==> src/rtl/nx4_pkg.sv <==
// nx4_pkg: shared constants, shift FSM state and CRC step for the NX4 panel monitor
package nx4_pkg;
    localparam int LANES = 12;
    localparam int LANE_L1 = 0;
    localparam int LANE_R1 = 6;
    localparam int LANE_R6 = 11;
    localparam logic [15:0] CRC_POLY = 16'h1021;
    localparam logic [15:0] CRC_INIT = 16'hFFFF;

    typedef enum logic [1:0] {IDLE, SHIFT, OVERRUN} shift_state_t;

    function automatic logic [15:0] crc_step(input logic [15:0] crc, input logic b);
        return {crc[14:0], 1'b0} ^ ((crc[15] ^ b) ? CRC_POLY : 16'h0000);
    endfunction
endpackage

==> src/rtl/nx4_lane_crc.sv <==
// nx4_lane_crc: MSB-first CRC-16-CCITT accumulator for one serial lane
module nx4_lane_crc
    import nx4_pkg::*;
(
    input  logic        clock,
    input  logic        reset_n,
    input  logic        bit_in,
    input  logic        shift_en,
    input  logic        restart,
    output logic [15:0] crc
);

    // restart wins over a simultaneous bit: that bit belongs to the closing frame
    always_ff @(posedge clock or negedge reset_n) begin
        if (!reset_n)
            crc <= CRC_INIT;
        else if (restart)
            crc <= CRC_INIT;
        else if (shift_en)
            crc <= crc_step(crc, bit_in);
    end

endmodule

==> src/rtl/nx4_panel_monitor.sv <==
// nx4_panel_monitor: receive-side checker for the NX4 LED-driver serial bus
module nx4_panel_monitor
    import nx4_pkg::*;
#(
    parameter int INDEX_MAX       = 576,
    parameter int GSCLK_PER_BLANK = 4096,
    parameter int CNT_WIDTH       = 13
) (
    input  logic                 clock,
    input  logic                 reset_n,
    input  logic                 led_sclk,
    input  logic [5:0]           led_l_sin,
    input  logic [5:0]           led_r_sin,
    input  logic                 led_mode,
    input  logic                 led_xlat,
    input  logic                 led_blank,
    input  logic                 led_gsclk,
    input  logic [3:0]           crc_sel,
    output logic [15:0]          crc_out,
    output logic                 frame_valid,
    output logic                 frame_mode,
    output logic [CNT_WIDTH-1:0] frame_bits,
    output logic [CNT_WIDTH-1:0] gs_count,
    output logic                 err_bits,
    output logic                 err_gs,
    output logic                 led_xerr,
    input  logic                 err_clear
);

    logic sclk_q, sclk_qq, xlat_q, xlat_qq, blank_q, blank_qq, gsclk_q, gsclk_qq, mode_q;
    logic [5:0] sin_l_q, sin_r_q;
    logic [LANES-1:0] sin_all;
    logic s_rise, x_rise, b_rise, g_rise;
    logic [15:0] lane_crc [LANES];
    logic [15:0] crc_cur [LANES];
    logic [15:0] crc_lat [LANES];
    shift_state_t state, state_nxt;
    logic [CNT_WIDTH-1:0] bit_cnt, bit_nxt, gs_cnt, g_total;

    // register every pin once, then once more for edge detection
    always_ff @(posedge clock or negedge reset_n) begin
        if (!reset_n) begin
            {sclk_q, sclk_qq, xlat_q, xlat_qq} <= '0;
            {blank_q, blank_qq, gsclk_q, gsclk_qq, mode_q} <= '0;
            sin_l_q <= '0;
            sin_r_q <= '0;
        end else begin
            {sclk_qq, xlat_qq, blank_qq, gsclk_qq} <= {sclk_q, xlat_q, blank_q, gsclk_q};
            {sclk_q, xlat_q, blank_q, gsclk_q} <= {led_sclk, led_xlat, led_blank, led_gsclk};
            mode_q <= led_mode;
            sin_l_q <= led_l_sin;
            sin_r_q <= led_r_sin;
        end
    end

    assign s_rise = sclk_q & ~sclk_qq;
    assign x_rise = xlat_q & ~xlat_qq;
    assign b_rise = blank_q & ~blank_qq;
    assign g_rise = gsclk_q & ~gsclk_qq;
    assign sin_all[LANE_R1-1:LANE_L1] = sin_l_q;
    assign sin_all[LANE_R6:LANE_R1] = sin_r_q;

    // crc_cur folds in a same-cycle bit so a simultaneous latch captures it
    for (genvar i = 0; i < LANES; i++) begin : g_lane
        nx4_lane_crc u_crc (
            .clock    (clock),
            .reset_n  (reset_n),
            .bit_in   (sin_all[i]),
            .shift_en (s_rise),
            .restart  (x_rise),
            .crc      (lane_crc[i])
        );
        assign crc_cur[i] = s_rise ? crc_step(lane_crc[i], sin_all[i]) : lane_crc[i];
    end

    // shift FSM next state: bit count after this cycle's sclk edge, saturating past INDEX_MAX
    always_comb begin
        state_nxt = state;
        bit_nxt = bit_cnt;
        if (s_rise) begin
            if (state == IDLE) begin
                state_nxt = SHIFT;
                bit_nxt = CNT_WIDTH'(1);
            end else if (state == SHIFT && bit_cnt == CNT_WIDTH'(INDEX_MAX)) begin
                state_nxt = OVERRUN;
                bit_nxt = CNT_WIDTH'(INDEX_MAX + 1);
            end else if (state == SHIFT) begin
                bit_nxt = bit_cnt + CNT_WIDTH'(1);
            end
        end
    end

    // shift FSM register; a latch always returns to an empty IDLE frame
    always_ff @(posedge clock or negedge reset_n) begin
        if (!reset_n) begin
            state <= IDLE;
            bit_cnt <= '0;
        end else begin
            state <= x_rise ? IDLE : state_nxt;
            bit_cnt <= x_rise ? '0 : bit_nxt;
        end
    end

    // latch snapshot of CRCs, bit count and mode, with a one-cycle valid pulse
    always_ff @(posedge clock or negedge reset_n) begin
        if (!reset_n) begin
            for (int k = 0; k < LANES; k++) crc_lat[k] <= CRC_INIT;
            frame_valid <= 1'b0;
            frame_mode <= 1'b0;
            frame_bits <= '0;
        end else begin
            frame_valid <= x_rise;
            if (x_rise) begin
                crc_lat <= crc_cur;
                frame_bits <= bit_nxt;
                frame_mode <= mode_q;
            end
        end
    end

    assign g_total = (g_rise && !(&gs_cnt)) ? gs_cnt + CNT_WIDTH'(1) : gs_cnt;

    // gsclk counter closed by each blank rising edge, including a same-cycle gsclk edge
    always_ff @(posedge clock or negedge reset_n) begin
        if (!reset_n) begin
            gs_cnt <= '0;
            gs_count <= '0;
        end else begin
            gs_cnt <= b_rise ? '0 : g_total;
            if (b_rise) gs_count <= g_total;
        end
    end

    // sticky errors; a new error beats a coincident clear
    always_ff @(posedge clock or negedge reset_n) begin
        if (!reset_n) begin
            err_bits <= 1'b0;
            err_gs <= 1'b0;
            led_xerr <= 1'b1;
        end else begin
            err_bits <= (x_rise && bit_nxt != CNT_WIDTH'(INDEX_MAX)) | (err_bits & ~err_clear);
            err_gs <= (b_rise && g_total != CNT_WIDTH'(GSCLK_PER_BLANK)) | (err_gs & ~err_clear);
            led_xerr <= ~(err_bits | err_gs);
        end
    end

    assign crc_out = (crc_sel <= 4'(LANE_R6)) ? crc_lat[crc_sel] : 16'h0000;

endmodule
==> config.mk <==
export PLATFORM = sky130hd
export DESIGN_NAME = nx4_panel_monitor
export DESIGN_NICKNAME = d
export VERILOG_FILES = /design/src/rtl/nx4_pkg.sv /design/src/rtl/nx4_lane_crc.sv /design/src/rtl/nx4_panel_monitor.sv
export SDC_FILE = /design/constraint.sdc
export NUM_CORES = 1
export LEC_CHECK = 0
export CAP_MARGIN = 0
export CORE_ASPECT_RATIO = 0.9
export CORE_MARGIN = 2
export CORE_UTILIZATION = 35
export DETAILED_ROUTE_END_ITERATION = 16
export PLACE_DENSITY_LB_ADDON = 0.15
export SYNTH_ARGS = -nofsm -noshare
export SYNTH_HDL_FRONTEND = slang
export SYNTH_HIERARCHICAL = 1
export SYNTH_SLANG_ARGS = --single-unit
==> constraint.sdc <==
create_clock -name clock -period 3.1 [get_ports clock]
set_clock_uncertainty 0.2 [all_clocks]
set_input_delay 0.62 -clock clock [delete_from_list [all_inputs] [get_ports clock]]
set_output_delay 0.62 -clock clock [all_outputs]
set_load 0.02 [all_outputs]
# --- Word level (Yosys, flattened, before mapping) ---
# Index checks and enable logic that the tools add are counted.
word_totals:
  reg_bits: 464
  latch_bits: 0
  ram_bits: 0
  mem_bits_ro: 0
  in_bits: 24
  out_inout_bits: 47
  word_cells: 154
  mem_count: 0
op_classes:
  add_sub_neg: 2
  multipliers: 0
  div: 0
  n_lt_le_gt_ge: 2
  n_eq_ne: 4
  n_shift: 0
  n_mux: 51
  n_bitwise: 40
  n_reduce_logical: 10
op_table:
  columns: ["op", "n"]
  rows:
  - ["$mux 16", 27]
  - ["$mux 13", 19]
  - ["$xor 16x16->16", 9]
  - ["$bmux 16 s4", 1]
  - ["$xor 16x13->16", 3]
  - ["$add 13x1->13 const B", 2]
  - ["$eq 13x10->1 const B", 1]
  - ["$ne 13x10->1 const B", 1]
  - ["$ne 13x13->1 const B", 1]
  - ["$reduce_and 13->1", 1]
  - ["$xor 1x1->1", 12]
  - ["$mux 2", 4]
  - ["$and 1x1->1", 6]
  - ["$not 1->1", 6]
  - ["$ge 5x5->1 const B", 1]
  - ["$not 4->5", 1]
  - ["$le 4x4->1 const B", 1]
  - ["$logic_and 1x1->1", 4]
  - ["$or 1x1->1", 3]
  - ["$reduce_bool 3->1", 1]
  - ["$eq 2x1->1 const B", 1]
  - ["$logic_not 2->1", 1]
  - ["$reduce_and 2->1", 1]
  - ["$reduce_bool 2->1", 1]
  - ["$logic_not 1->1", 1]

# --- Longest topological paths before layout ---
logic_depth:
  ltp_word: 8
  mapped_depth: 8
  mapped_depth_nobuf: 8

# --- Cells and area by module ---
# Netlist, hierarchy kept.
by_module_without_submodules:
  columns: ["mod", "n_inst", "cells_per_inst", "area_per_inst_um2", "seq_area_each_um2"]
  rows:
  - ["nx4_panel_monitor", 1, 1515, 13994.7, 7048.0]
  - ["nx4_lane_crc", 12, 56, 740.7, 420.4]

# --- Worst setup path before layout ---
# No wires, ideal clock.
synth_timing:
  path_type: "flip-flop to flip-flop"
  startpoint: "register sclk_qq"
  endpoint: "register g_lane[0].u_crc.crc[4]"
  setup_time_ns: 0.060
  t_arrival_ns: 2.786
  required_ns: 2.840
  path_slack_ns: 0.054
  path_stages_with_launch: 8
  n_path_buf: 4
  period_less_slack_ns: 3.046
  cell_sequence: "dfrtp_1 -> nand2b_1 -> clkbuf_1 -> inv_2 -> clkbuf_1 -> buf_2 -> buf_2 -> a211o_1"
synth_via:
  elab_chain_cells: 4
synth_lines:
  columns: ["item", "line_no", "text"]
  rows:
  - ["start: declaration", "nx4_panel_monitor.sv:30", "logic sclk_q, sclk_qq, xlat_q, xlat_qq, blank_q, blank_qq, gsclk_q, gsclk_qq, mode_q;"]
  - ["start signal: assignment", "nx4_panel_monitor.sv:48", "{sclk_qq, xlat_qq, blank_qq, gsclk_qq} <= {sclk_q, xlat_q, blank_q, gsclk_q};"]
  - ["$not 1->1", "nx4_panel_monitor.sv:56", "assign s_rise = sclk_q & ~sclk_qq;"]
  - ["$and 1x1->1", "nx4_panel_monitor.sv:56", null]
  - ["net s_rise", "nx4_panel_monitor.sv:33", "logic s_rise, x_rise, b_rise, g_rise;"]
  - ["$mux 16 (2 in series)", null, null]
  - ["end signal: assignment", "nx4_lane_crc.sv:20", "crc <= crc_step(crc, bit_in);"]
  - ["end: declaration", "nx4_lane_crc.sv:10", "output logic [15:0] crc"]
# The timed path passes the listed nets, and every way through them passes these cells.
# A chain may end at the register's enable or synchronous reset.

# --- Worst setup path in the final report ---
layout_timing:
  startpoint: "input port crc_sel[0]"
  endpoint: "output port crc_out[12]"
layout_via:
  elab_chain_cells: 5
  elab_cells_between_ends: 6
  classes_between: "order compare: 1; mux: 4; bitwise: 1"
layout_lines:
  columns: ["item", "line_no", "text"]
  rows:
  - ["start: declaration", "nx4_panel_monitor.sv:18", "input logic [3:0] crc_sel,"]
  - ["$not 4->5 (implied by the code)", "nx4_panel_monitor.sv:147", "assign crc_out = (crc_sel <= 4'(LANE_R6)) ? crc_lat[crc_sel] : 16'h0000;"]
  - ["$bmux 16 s4", "nx4_panel_monitor.sv:147", null]
  - ["$mux 16 (implied by the code) (2 in series)", "nx4_panel_monitor.sv:147", null]
  - ["$mux 16 (*)", "nx4_panel_monitor.sv:147", null]
  - ["end: declaration", "nx4_panel_monitor.sv:19", "output logic [15:0] crc_out,"]
# Every way passes the cells marked *; elsewhere a longest branch is shown, timed or not. The select of a mux whose other input is x is not followed.

==> metrics.txt <==
# TYPE chip_impl_metric gauge
chip_impl_metric{name="drt_drc_violations_left",unit=""} 0
chip_impl_info{name="end_kind",value="output pin"} 1
chip_impl_metric{name="finalNetCount",unit=""} 2223
chip_impl_metric{name="core_region_area",unit="sq mm"} 0.0644
chip_impl_metric{name="max_capacitance_violation_count",unit=""} 0
chip_impl_metric{name="synth-seq-area-share",unit=""} 0.528
chip_impl_metric{name="cts-buffers-inserted",unit=""} 53
chip_impl_metric{name="route.detailed.vias_per_inst",unit=""} 5.28
chip_impl_info{name="crit_path_top_delay_cell",value="sky130_fd_sc_hd__mux4_2"} 1
chip_impl_metric{name="power_report.internal_total",unit="mW"} 12.9
chip_impl_metric{name="fmaxAchievable",unit="GHz"} 0.325
chip_impl_info{name="clock_tree.root_cell",value="sky130_fd_sc_hd__clkbuf_16"} 1
chip_impl_metric{name="nFillCells",unit=""} 6187
chip_impl_info{name="rsz_0062_raised_after_global_routing",value="false"} 1
chip_impl_info{name="critPathLaunchType",value="input pin"} 1
chip_impl_info{name="synth_area_leaders",value="sky130_fd_sc_hd__dfstp_2 44%, sky130_fd_sc_hd__dfrtp_1 8.6%, sky130_fd_sc_hd__a211o_1 7.3%, sky130_fd_sc_hd__nand2_1 6.6%, sky130_fd_sc_hd__nor2b_1 5.3%"} 1
chip_impl_metric{name="timing.critical_path.fanout_max",unit=""} 12
chip_impl_metric{name="top_level_ports",unit=""} 71
chip_impl_metric{name="grt_start_max_net_pins",unit=""} 206
chip_impl_info{name="yosys.cell_count.top_type",value="sky130_fd_sc_hd__nand2_1"} 1
chip_impl_metric{name="grtUsageTotal",unit=""} 0.183
chip_impl_metric{name="cp_data_required_time",unit="ns"} 2.28
chip_impl_metric{name="final-seq-area",unit="sq mm"} 0.0121
chip_impl_metric{name="setup_violations",unit=""} 0
chip_impl_metric{name="clock_insertion_delay_worst_skew",unit="ns"} 0.61
chip_impl_metric{name="overflow",unit=""} 0
chip_impl_info{name="critical_path.cell_chain",value="buf_4 > buf_12 > mux4_2 > mux2i_2 > o21ai_1 > dlygate4sd2_1"} 1
chip_impl_metric{name="clockPowerShare",unit=""} 0.371
chip_impl_metric{name="reg2reg_setup_slack",unit="ns"} 0.58
chip_impl_metric{name="detail_route.first_pass.iterations",unit=""} 8
chip_impl_metric{name="antenna_found_initial",unit=""} 2
chip_impl_metric{name="final_layout_size_suffix_gt1_frac",unit=""} 0.272
chip_impl_metric{name="areaGrowthSynthToFinish",unit="%"} 16.5
chip_impl_metric{name="floorplan.initialDensity",unit=""} 0.355
chip_impl_metric{name="worst-endpoint-arrival",unit="ns"} 2.26
chip_impl_metric{name="drt_first_iter_violations",unit=""} 1225
chip_impl_metric{name="route.detailed.wl_per_inst",unit="um"} 19.8
chip_impl_metric{name="detail_route.wirelength",unit="um"} 61400
chip_impl_metric{name="grt_pass1_wl",unit="um"} 96200
chip_impl_metric{name="cts.path.max_buffers",unit=""} 3
chip_impl_metric{name="max-slew-margin-rel",unit=""} 0.238
chip_impl_metric{name="multi_input_area",unit="sq mm"} 0.0101
chip_impl_metric{name="worst_pin_slew",unit="ns"} 1.14
chip_impl_metric{name="dieArea",unit="sq mm"} 0.0674
chip_impl_info{name="synth_flop_cell",value="sky130_fd_sc_hd__dfstp_2"} 1
chip_impl_metric{name="syn-num-nets",unit=""} 2214
chip_impl_metric{name="buffer_ports.inserted",unit=""} 70
chip_impl_metric{name="ys_warn_count",unit=""} 6
chip_impl_info{name="tritoncts_clock_tree",value="done"} 1
chip_impl_metric{name="ys_async_sr_fraction",unit=""} 1.00
chip_impl_metric{name="power.switching_fraction",unit=""} 0.279
chip_impl_metric{name="hpwl",unit="um"} 40300
chip_impl_info{name="holdCritPathClass",value="flip-flop to flip-flop"} 1
chip_impl_metric{name="diodes",unit=""} 0
chip_impl_info{name="critPathKind",value="input pin to output pin"} 1
chip_impl_metric{name="setup-tns-final",unit="ns"} 0
chip_impl_metric{name="vdd_ir_drop_max",unit="V"} 0.000393
chip_impl_metric{name="placementRows",unit=""} 88
chip_impl_metric{name="switching_power",unit="mW"} 5.01
chip_impl_metric{name="power.static_leakage",unit="nW"} 11.1
chip_impl_metric{name="final_count_of_hold_timing_violations",unit=""} 0
chip_impl_metric{name="gp_routability_congestion",unit=""} 0.931
chip_impl_metric{name="synth_cells",unit=""} 2187
chip_impl_metric{name="syn_avg_cell_area",unit="sq um"} 10.5
chip_impl_metric{name="yosys.area.top_type_share",unit=""} 0.442
chip_impl_metric{name="routed_antenna_nets",unit=""} 0
chip_impl_metric{name="cts_post_setup_buffers_inserted",unit=""} 0
chip_impl_metric{name="finalWorstPathRequiredPeriod",unit="ns"} 3.08
chip_impl_metric{name="die-width",unit="um"} 274
chip_impl_metric{name="postSynthRegisterBits",unit=""} 464
chip_impl_metric{name="clock_sinks",unit=""} 464
chip_impl_metric{name="total_via_count_after_detailed_routing",unit=""} 16338
chip_impl_metric{name="finalCritPeriodShare",unit=""} 0.993
chip_impl_metric{name="share_seq_of_total_power",unit=""} 0.471
chip_impl_metric{name="power_per_cell_area",unit="mW/mm^2"} 673
chip_impl_metric{name="die_h",unit="um"} 247
chip_impl_metric{name="cts.reportedPaths.clkPinSlew",unit="ns"} 0.05
chip_impl_metric{name="synth-edff-count",unit=""} 0
chip_impl_metric{name="power.share.combinational",unit=""} 0.158
chip_impl_metric{name="finalMaxSlewViolations",unit=""} 0
chip_impl_metric{name="mappedNetlistArea",unit="sq mm"} 0.0229
chip_impl_metric{name="fin_hold_ws",unit="ns"} 0.172
chip_impl_info{name="result_of_the_run",value="complete, no violations"} 1
chip_impl_metric{name="ys_types",unit=""} 60
chip_impl_metric{name="worst_path_largest_cell_delay",unit="ns"} 0.52
chip_impl_metric{name="fin_total_pwr",unit="mW"} 17.9
chip_impl_metric{name="cts-htree-levels",unit=""} 2
chip_impl_info{name="post_synth_most_frequent_cells",value="401 x sky130_fd_sc_hd__nand2_1, 385 x sky130_fd_sc_hd__dfstp_2, 220 x sky130_fd_sc_hd__nor2_1, 195 x sky130_fd_sc_hd__nor2b_1, 192 x sky130_fd_sc_hd__a211o_1"} 1
chip_impl_info{name="synth_top_area_cell",value="sky130_fd_sc_hd__dfstp_2"} 1
chip_impl_metric{name="grt_pass1_vias",unit=""} 15754
layout by cell type (no fill, tap or decap), types with 35 or more instances in the layout:
master and count:
sky130_fd_sc_hd__a211o_1 192, sky130_fd_sc_hd__a31oi_1 158, sky130_fd_sc_hd__clkbuf_16 57, sky130_fd_sc_hd__clkdlybuf4s50_1 50, sky130_fd_sc_hd__dfrtp_1 79, sky130_fd_sc_hd__dfstp_2 385, sky130_fd_sc_hd__mux4_2 48, sky130_fd_sc_hd__nand2_1 401
sky130_fd_sc_hd__nor2_1 220, sky130_fd_sc_hd__nor2b_1 195, sky130_fd_sc_hd__o21ai_0 47, sky130_fd_sc_hd__xnor2_1 35
flip-flops by register name (all words and copies together) (netlist names), 2 cells and up:
register and cells:
sin_l_q 6, state 2, gs_count 13, frame_bits 13, g_lane.u_crc/crc 192, gs_cnt 13
sin_r_q 6, bit_cnt 13, crc_lat 192
worst paths after layout:
path	to	cells after the start	startpoint
max reg2reg	err_gs	7	gs_cnt[0]
max in group asynchronous	crc_lat[133]	4	reset_n
max	crc_out[12]	6	crc_sel[0]
min in group asynchronous	gs_count[7]	2	reset_n
min	gsclk_qq	0	gsclk_q
min reg2reg	gsclk_qq	0	gsclk_q
logic make-up (layout without fill, tap and decap cells):
family	count (synthesis)	after routing	share of synthesized area
AO/OA/AOI/OAI	484	484	0.150
buffers and inverters	184	236	0.0342
flip-flops	464	464	0.528
multiplexers	79	79	0.0608
AND/OR/NAND/NOR	881	881	0.174
adder cells (fa/ha/maj)	3	3	0.00164
XOR/XNOR	92	92	0.0510
repair_timing:
item,4_1_cts,5_1_grt
setup endpoints to repair,16,12
hold buffers,1,0
gates cloned,0,1
endpoints found under the hold margin,6,0
gates resized for setup,30,10
stage by stage:
step,util,std cells,cell area (sq um),setup WS (ns)
final,0.414,3094,26600,0.0209
after detailed placement,0.383,2994,24700,-0.245
after CTS,0.413,3093,26600,0.00222
after global placement,0.383,2994,24700,-0.229
after global routing,0.414,3094,26600,0.000342
after floorplan,-,2187,22900,0.0542
worst max-delay path: cells and delay by family:
family	cells	cell delay (ns)
multiplexers	2	0.74
AO/OA/AOI/OAI	1	0.18
buffers and inverters	3	0.70
layer usage:
| layer | vias to the layer above | part of all wire | global-route usage | routed length [um] |
|---|---|---|---|---|
| met3 | 69 | 0.069 | 0.0440 | 4250 |
| met5 | - | 0 | 0 | 0 |
| met4 | 0 | 0.020 | 0.0464 | 1200 |
| met1 | 8256 | 0.48 | 0.274 | 29700 |
| met2 | 376 | 0.43 | 0.262 | 26200 |
| li1 | 7637 | - | - | - |
layout make-up:
type                    count  share of cell area
inverters                   8             0.00169
flip-flops and latches    464               0.454
multi-input cells        1539               0.379
well taps                 855              0.0401
clock buffers              84              0.0614
clock inverters            14             0.00859
repair buffers            130              0.0552
power by group through the flow:
stage / clock network, mW / logic (mW) / registers (mW)
after detailed placement: 0 / 2.82 / 8.51
after floorplan: 0 / 2.08 / 7.97
after global placement: 0 / 2.75 / 8.54
after global routing: 7.09 / 3.16 / 8.55
after CTS: 6.84 / 2.85 / 8.44
final: 6.65 / 2.84 / 8.44
Power figures use the tool's default switching activity.
